===== src/rtl/sync_bit_pkg.sv =====
// ---------------------------------------------------------------------------
// sync_bit_pkg
// Shared definitions for the synchronized-bit filter slice:
//   - sbState_t : filter FSM state (2-bit encoding, values are fixed)
//   - PEND_W    : width of the pending-sample counter
//   - satMax()  : largest value representable in a counter of a given width
// ---------------------------------------------------------------------------
package sync_bit_pkg;

    typedef enum logic [1:0] {
        STABLE_LO = 2'd0,
        PEND_HI   = 2'd1,
        STABLE_HI = 2'd2,
        PEND_LO   = 2'd3
    } sbState_t;

    localparam int PEND_W = 8;

    // Saturation ceiling for a width-bit counter (all ones).
    function automatic int unsigned satMax(input int unsigned width);
        return (32'd1 << width) - 32'd1;
    endfunction

endpackage


===== src/rtl/sync_bit_sat_cnt.sv =====
// ---------------------------------------------------------------------------
// sync_bit_sat_cnt
// Saturating up-counter with synchronous clear.
//   sCLK : clock, posedge
//   sRST : asynchronous active-low reset (count -> 0)
//   en   : qualifies increments only
//   inc  : increment request
//   clr  : synchronous clear; wins over inc and ignores en
//   cnt  : current count, holds at all-ones instead of wrapping
// ---------------------------------------------------------------------------
module sync_bit_sat_cnt
    import sync_bit_pkg::*;
#(
    parameter int CW = 8
) (
    input  logic          sCLK,
    input  logic          sRST,
    input  logic          en,
    input  logic          inc,
    input  logic          clr,
    output logic [CW-1:0] cnt
);

    localparam logic [CW-1:0] MAX_CNT = CW'(satMax(CW));

    always_ff @(posedge sCLK or negedge sRST) begin
        if (!sRST) begin
            cnt <= '0;
        end else if (clr) begin
            cnt <= '0;
        end else if (en && inc && (cnt != MAX_CNT)) begin
            cnt <= cnt + CW'(1);
        end
    end

endmodule


===== src/rtl/sync_bit_filter.sv =====
// ---------------------------------------------------------------------------
// sync_bit_filter
// Sits right after a two-register bit synchronizer in the destination domain.
// A level change on dD_IN is accepted only after STABLE_CNT consecutive
// identical samples; shorter excursions are discarded.
//
// Ports:
//   dCLK        : destination clock, posedge
//   dRST        : asynchronous active-low reset
//   dD_IN       : synchronized input bit
//   dEN         : enable; 0 freezes FSM, pending count, level and counters
//   dCNT_CLR    : synchronous clear of the event counter(s), ignores dEN
//   dQ          : filtered level (registered)
//   dRISE/dFALL : single-cycle pulses on accepted 0->1 / 1->0
//   dEVT_CNT    : saturating count of accepted rises
//   dGLITCH_CNT : saturating count of aborted attempts
//                 (only when SYNC_BIT_FILTER_GLITCH_CNT_EN is defined)
//
// Parameters: init (reset level), STABLE_CNT (1..255), CW (counter width).
// ---------------------------------------------------------------------------
module sync_bit_filter
    import sync_bit_pkg::*;
#(
    parameter logic init       = 1'b0,
    parameter int   STABLE_CNT = 4,
    parameter int   CW         = 8
) (
    input  logic          dCLK,
    input  logic          dRST,
    input  logic          dD_IN,
    input  logic          dEN,
    input  logic          dCNT_CLR,
    output logic          dQ,
    output logic          dRISE,
    output logic          dFALL,
    output logic [CW-1:0] dEVT_CNT
`ifdef SYNC_BIT_FILTER_GLITCH_CNT_EN
    ,
    output logic [CW-1:0] dGLITCH_CNT
`endif
);

    localparam sbState_t RESET_STATE = init ? STABLE_HI : STABLE_LO;
    // With a single required sample a change is accepted straight from the
    // stable state, so the pending states are never visited.
    localparam logic SINGLE = (STABLE_CNT == 1);

    sbState_t          state;
    logic [PEND_W-1:0] pend;
    logic [PEND_W-1:0] pendInc;
    logic              pendDone;
    logic              acceptRise;
    logic              acceptFall;

    assign pendInc  = pend + PEND_W'(1);
    assign pendDone = (pendInc == PEND_W'(STABLE_CNT));

    // Accept decisions are shared by the FSM and the event counter so the
    // count moves on the same edge that raises dRISE.
    assign acceptRise = dEN && dD_IN &&
                        (((state == STABLE_LO) && SINGLE) ||
                         ((state == PEND_HI) && pendDone));
    assign acceptFall = dEN && !dD_IN &&
                        (((state == STABLE_HI) && SINGLE) ||
                         ((state == PEND_LO) && pendDone));

    always_ff @(posedge dCLK or negedge dRST) begin
        if (!dRST) begin
            state <= RESET_STATE;
            pend  <= '0;
            dQ    <= init;
            dRISE <= 1'b0;
            dFALL <= 1'b0;
        end else begin
            // Pulses last one cycle; also forced low while disabled.
            dRISE <= 1'b0;
            dFALL <= 1'b0;
            if (dEN) begin
                if (acceptRise) begin
                    state <= STABLE_HI;
                    pend  <= '0;
                    dQ    <= 1'b1;
                    dRISE <= 1'b1;
                end else if (acceptFall) begin
                    state <= STABLE_LO;
                    pend  <= '0;
                    dQ    <= 1'b0;
                    dFALL <= 1'b1;
                end else begin
                    case (state)
                        STABLE_LO: begin
                            if (dD_IN) begin
                                state <= PEND_HI;
                                pend  <= PEND_W'(1);
                            end
                        end
                        PEND_HI: begin
                            if (dD_IN) begin
                                pend <= pendInc;
                            end else begin
                                state <= STABLE_LO;
                                pend  <= '0;
                            end
                        end
                        STABLE_HI: begin
                            if (!dD_IN) begin
                                state <= PEND_LO;
                                pend  <= PEND_W'(1);
                            end
                        end
                        PEND_LO: begin
                            if (!dD_IN) begin
                                pend <= pendInc;
                            end else begin
                                state <= STABLE_HI;
                                pend  <= '0;
                            end
                        end
                        default: begin
                            state <= RESET_STATE;
                            pend  <= '0;
                        end
                    endcase
                end
            end
        end
    end

    sync_bit_sat_cnt #(
        .CW (CW)
    ) uEvtCnt (
        .sCLK (dCLK),
        .sRST (dRST),
        .en   (dEN),
        .inc  (acceptRise),
        .clr  (dCNT_CLR),
        .cnt  (dEVT_CNT)
    );

`ifdef SYNC_BIT_FILTER_GLITCH_CNT_EN
    // An attempt is aborted when the input reverts before the pending count
    // reaches STABLE_CNT.
    logic abortAttempt;

    assign abortAttempt = dEN &&
                          (((state == PEND_HI) && !dD_IN) ||
                           ((state == PEND_LO) &&  dD_IN));

    sync_bit_sat_cnt #(
        .CW (CW)
    ) uGlitchCnt (
        .sCLK (dCLK),
        .sRST (dRST),
        .en   (dEN),
        .inc  (abortAttempt),
        .clr  (dCNT_CLR),
        .cnt  (dGLITCH_CNT)
    );
`else
    // Glitch counter not built: aborted attempts are simply dropped.
`endif

endmodule


===== config.mk =====
export PLATFORM = sky130hd
export DESIGN_NAME = sync_bit_filter
export DESIGN_NICKNAME = d
export VERILOG_FILES = /design/src/rtl/sync_bit_pkg.sv /design/src/rtl/sync_bit_sat_cnt.sv /design/src/rtl/sync_bit_filter.sv
export SDC_FILE = /design/constraint.sdc
export NUM_CORES = 1
export LEC_CHECK = 0
export CAP_MARGIN = 20
export CORE_AREA = 3 3 62 64
export DETAILED_ROUTE_END_ITERATION = 8
export DIE_AREA = 0 0 65 67
export HOLD_SLACK_MARGIN = 0.02
export RECOVER_POWER = 50
export SKIP_CTS_REPAIR_TIMING = 1
export SLEW_MARGIN = 15
export SYNTH_ARGS = -nofsm -noshare
export SYNTH_HDL_FRONTEND = slang
export SYNTH_SLANG_ARGS = --single-unit

===== constraint.sdc =====
create_clock -name dCLK -period 1.8 [get_ports dCLK]
set_input_delay 0.45 -clock dCLK [delete_from_list [all_inputs] [get_ports dCLK]]
set_output_delay 0.45 -clock dCLK [all_outputs]
set_load 0.01 [all_outputs]

==> out/qor.yml <==
synth-main-ff-cell: "dfrtp_1"
setup_ws_ps: -159
area_delta_synth_final_pct: 45.2
synth_top_area_share_pct: 43.3
initialDrtViolationCount: 39
worstPathCellList: "ha_2 > or2b_1 > nor4_4 > o21a_2 > buf_12 > nand4_1 > mux2_2"
nNetsFinal: 176
min_path_cells: 1
reg2reg_to: "uEvtCnt.cnt[4]"
drc: 0
cts_tree: "done"
start_kind: "flop"
p_seq_share_pct: 41.8
rr_startpoint: "pend[1]"
hold_end: "dQ"
grtUsageTotal_pct: 13.9
synth_nets: 131
outcome: "complete, but fails checks"
slew_violations: 0
synth_cell_types: 45
root_buffer: "clkbuf_4"
clkSlewWorstSetupHoldPaths_ps: 120
die_x_um: 65
ys_warn_count: 0
dpl-instance-area_mm2: 0.00158
p_int_mw: 0.912
synthArstFlopShare_pct: 100
clk_latency_ps: 300
fin_area_mm2: 0.00176
p_switching_mw: 0.464
fmax_mhz: 510
ys_seq_elements: 21
initial_utilization_pct: 36.4
ys_seq_area_share_pct: 43.3
layout-drive-gt1-share_pct: 35.1
vias_per_cell: 5.11
syn_area_per_cell_um2: 9.79
cellPowerDensity_mw_per_mm2: 782
die_h_um: 67
first_pass_iters: 4
grt.overflow.total: 0
grt_pass1_wl_mm: 4.71
ant_nets: 0
netlist_instances: 124
synthTopCellsByArea: "dfrtp_1 43%, o21ai_0 4.5%, nand3_1 2.9%, nand2b_1 2.6%, nor2_1 2.2%"
critPathCaptureType: "flop"
fin_crit_sh_pct: 109
grt_pass1_vias: 1052
core_area_mm2: 0.00334
ios: 16
pwr-share-comb_pct: 41.7
dp_hpwl_mm: 2.03
rows: 21
grt_setup_unrepaired: "true"
ir_drop_uv: 288
post_drt_wl_per_cell_um: 13.7
num_antenna_cells: 0
gp_congestion: 0.853
ff2ff_setup_slack_ps: -160
worstPathRequired_ps: 2000
numPortBuffers: 15
clock_power_share_pct: 16.6
drt-total-wl_mm: 2.94
cap_viol_max_count: 0
cts_sinks: 21
swShare_pct: 33.7
htreeDepth: 1
worst_pin_slew_ps: 1170
hold_class: "flop to flop"
reg2regPathDepth: 7
synth_edf_count: 0
path_max_fanout: 7
yosys.area.top_type: "dfrtp_1"
vias: 1093
die-area_mm2: 0.00436
crit_path_top_delay_cell: "dfrtp_1"
cts_buffers: 3
synth_area_mm2: 0.00121
clockBufferDepth: 2
timing_hold_violations_final: 0
slew_headroom_pct: 22.1
antenna_found_initial: 0
fin_skew_ps: 1.13
worst-setup-path-type: "flop to flop"
cpPeakStageDelay_ps: 420
cp.arrival_ps: 2160
failed_checks: "setup timing"
power_mw: 1.38
layout_min_cycle_time_ps: 1960
finalSetupViolCount: 11
grt_start_max_net_pins: 22
hold_path.startpoint: "dQ"
leakage_nw: 0.788
==> placed cells by master, fill, tap and decap left out, types with 2 or more instances in the layout <==
cell             count
buf_6                3
a31o_2               2
and3_4               2
a21oi_1              4
nand3_1              7
dfrtp_1             20
clkbuf_1             2
and3_1               3
nand2_1              5
buf_4               24
o21ai_1              2
o21ai_0              8
nor2b_1              4
mux2_4               2
and3_2               2
a31oi_1              3
nand2b_1             5
o21a_2               2
nand2_2              2
inv_1                3
a32o_1               2
nor4_4               2
and2_1               2
clkdlybuf4s50_1     14
clkbuf_4             3
nand4_1              2
nor2_1               7
==> synthesized netlist by cell type, types with 2 or more instances <==
library cell / instances
nor4_2: 2
and3_2: 3
nand2_2: 2
and3_1: 4
or3_1: 2
nand2b_1: 5
a31o_2: 2
xor2_1: 2
inv_1: 3
nand4_1: 2
ha_1: 2
nand3_1: 7
o21ai_0: 11
mux2_2: 2
a21oi_1: 5
clkbuf_1: 2
nor2_1: 7
and2_1: 3
nor2b_1: 4
a31oi_1: 3
a32o_1: 2
dfrtp_1: 21
nand2_1: 6
==> worst max-delay path, delay by kind of cell, from the launching register on <==
| family | cells | cell delay (ps) |
|---|---|---|
| compound gates | 1 | 260 |
| fa+ha+maj | 1 | 200 |
| buf+inv | 1 | 130 |
| flops | 1 | 420 |
| mux | 1 | 280 |
| simple gates | 3 | 570 |
==> kinds of logic after synthesis <==
| group | after synthesis | share of synthesized area (%) |
|---|---|---|
| compound gates | 33 | 18.7 |
| mux | 4 | 3.92 |
| fa+ha+maj | 2 | 2.06 |
| flops | 21 | 43.3 |
| buf+inv | 7 | 3.20 |
| simple gates | 55 | 27.4 |
| xor+xnor | 2 | 1.44 |
==> sequential cells by signal, summed over array words and instances, names as in the netlist <==
signal and count:
state 2, uEvtCnt.cnt 8, pend 8, dQ 1, dFALL 1, dRISE 1
==> power by group through the flow <==
stage               sequential (mW)  clock (mW)  combinational, mW
finish                        0.575       0.228              0.574
global route                  0.579       0.262              0.630
CTS                           0.568       0.250              0.456
detailed placement            0.578           0              0.454
global placement              0.575           0              0.444
floorplan                     0.567           0              0.259
==> cell type report <==
cell class	instances	area [um^2]
fillers	324	1580
multi-input cells	96	749
flip-flops and latches	21	527
repair buffers	44	390
well taps	46	57.6
clock buffers	4	26.3
inverters	3	11.3
==> worst max path at each step <==
stage / startpoint / endpoint / slack, ps / depth (start not counted)
3_3_place_gp: dEN / uEvtCnt.cnt[0] / -380 / 6
2_1_floorplan: pend[0] / uEvtCnt.cnt[0] / -10 / 6
4_1_cts: pend[0] / uEvtCnt.cnt[0] / -180 / 6
6_report: pend[1] / uEvtCnt.cnt[4] / -160 / 7
5_1_grt: pend[1] / uEvtCnt.cnt[4] / -250 / 7
3_5_place_dp: dEN / uEvtCnt.cnt[0] / -440 / 6
==> through the flow <==
step	std cells	hold WS (ps)	utilization (%)	setup TNS (ps)	setup WS, ps
2_1_floorplan	124	154	-	-11.1	-11.1
3_3_place_gp	204	514	47.3	-5720	-384
3_5_place_dp	204	523	47.3	-5970	-435
4_1_cts	208	464	48.1	-1050	-181
5_1_grt	214	605	52.8	-1990	-247
6_report	214	565	52.8	-1010	-159
==> routing by layer <==
layer	vias up	GRT usage (%)	wire, um	share of wire (%)
met4	0	4.75	17	0.58
li1	544	-	-	-
met5	-	0	0	0
met3	2	2.53	85	2.9
met1	528	18.6	1420	48
met2	19	22.3	1420	48
(Power assumes the default switching activity.)
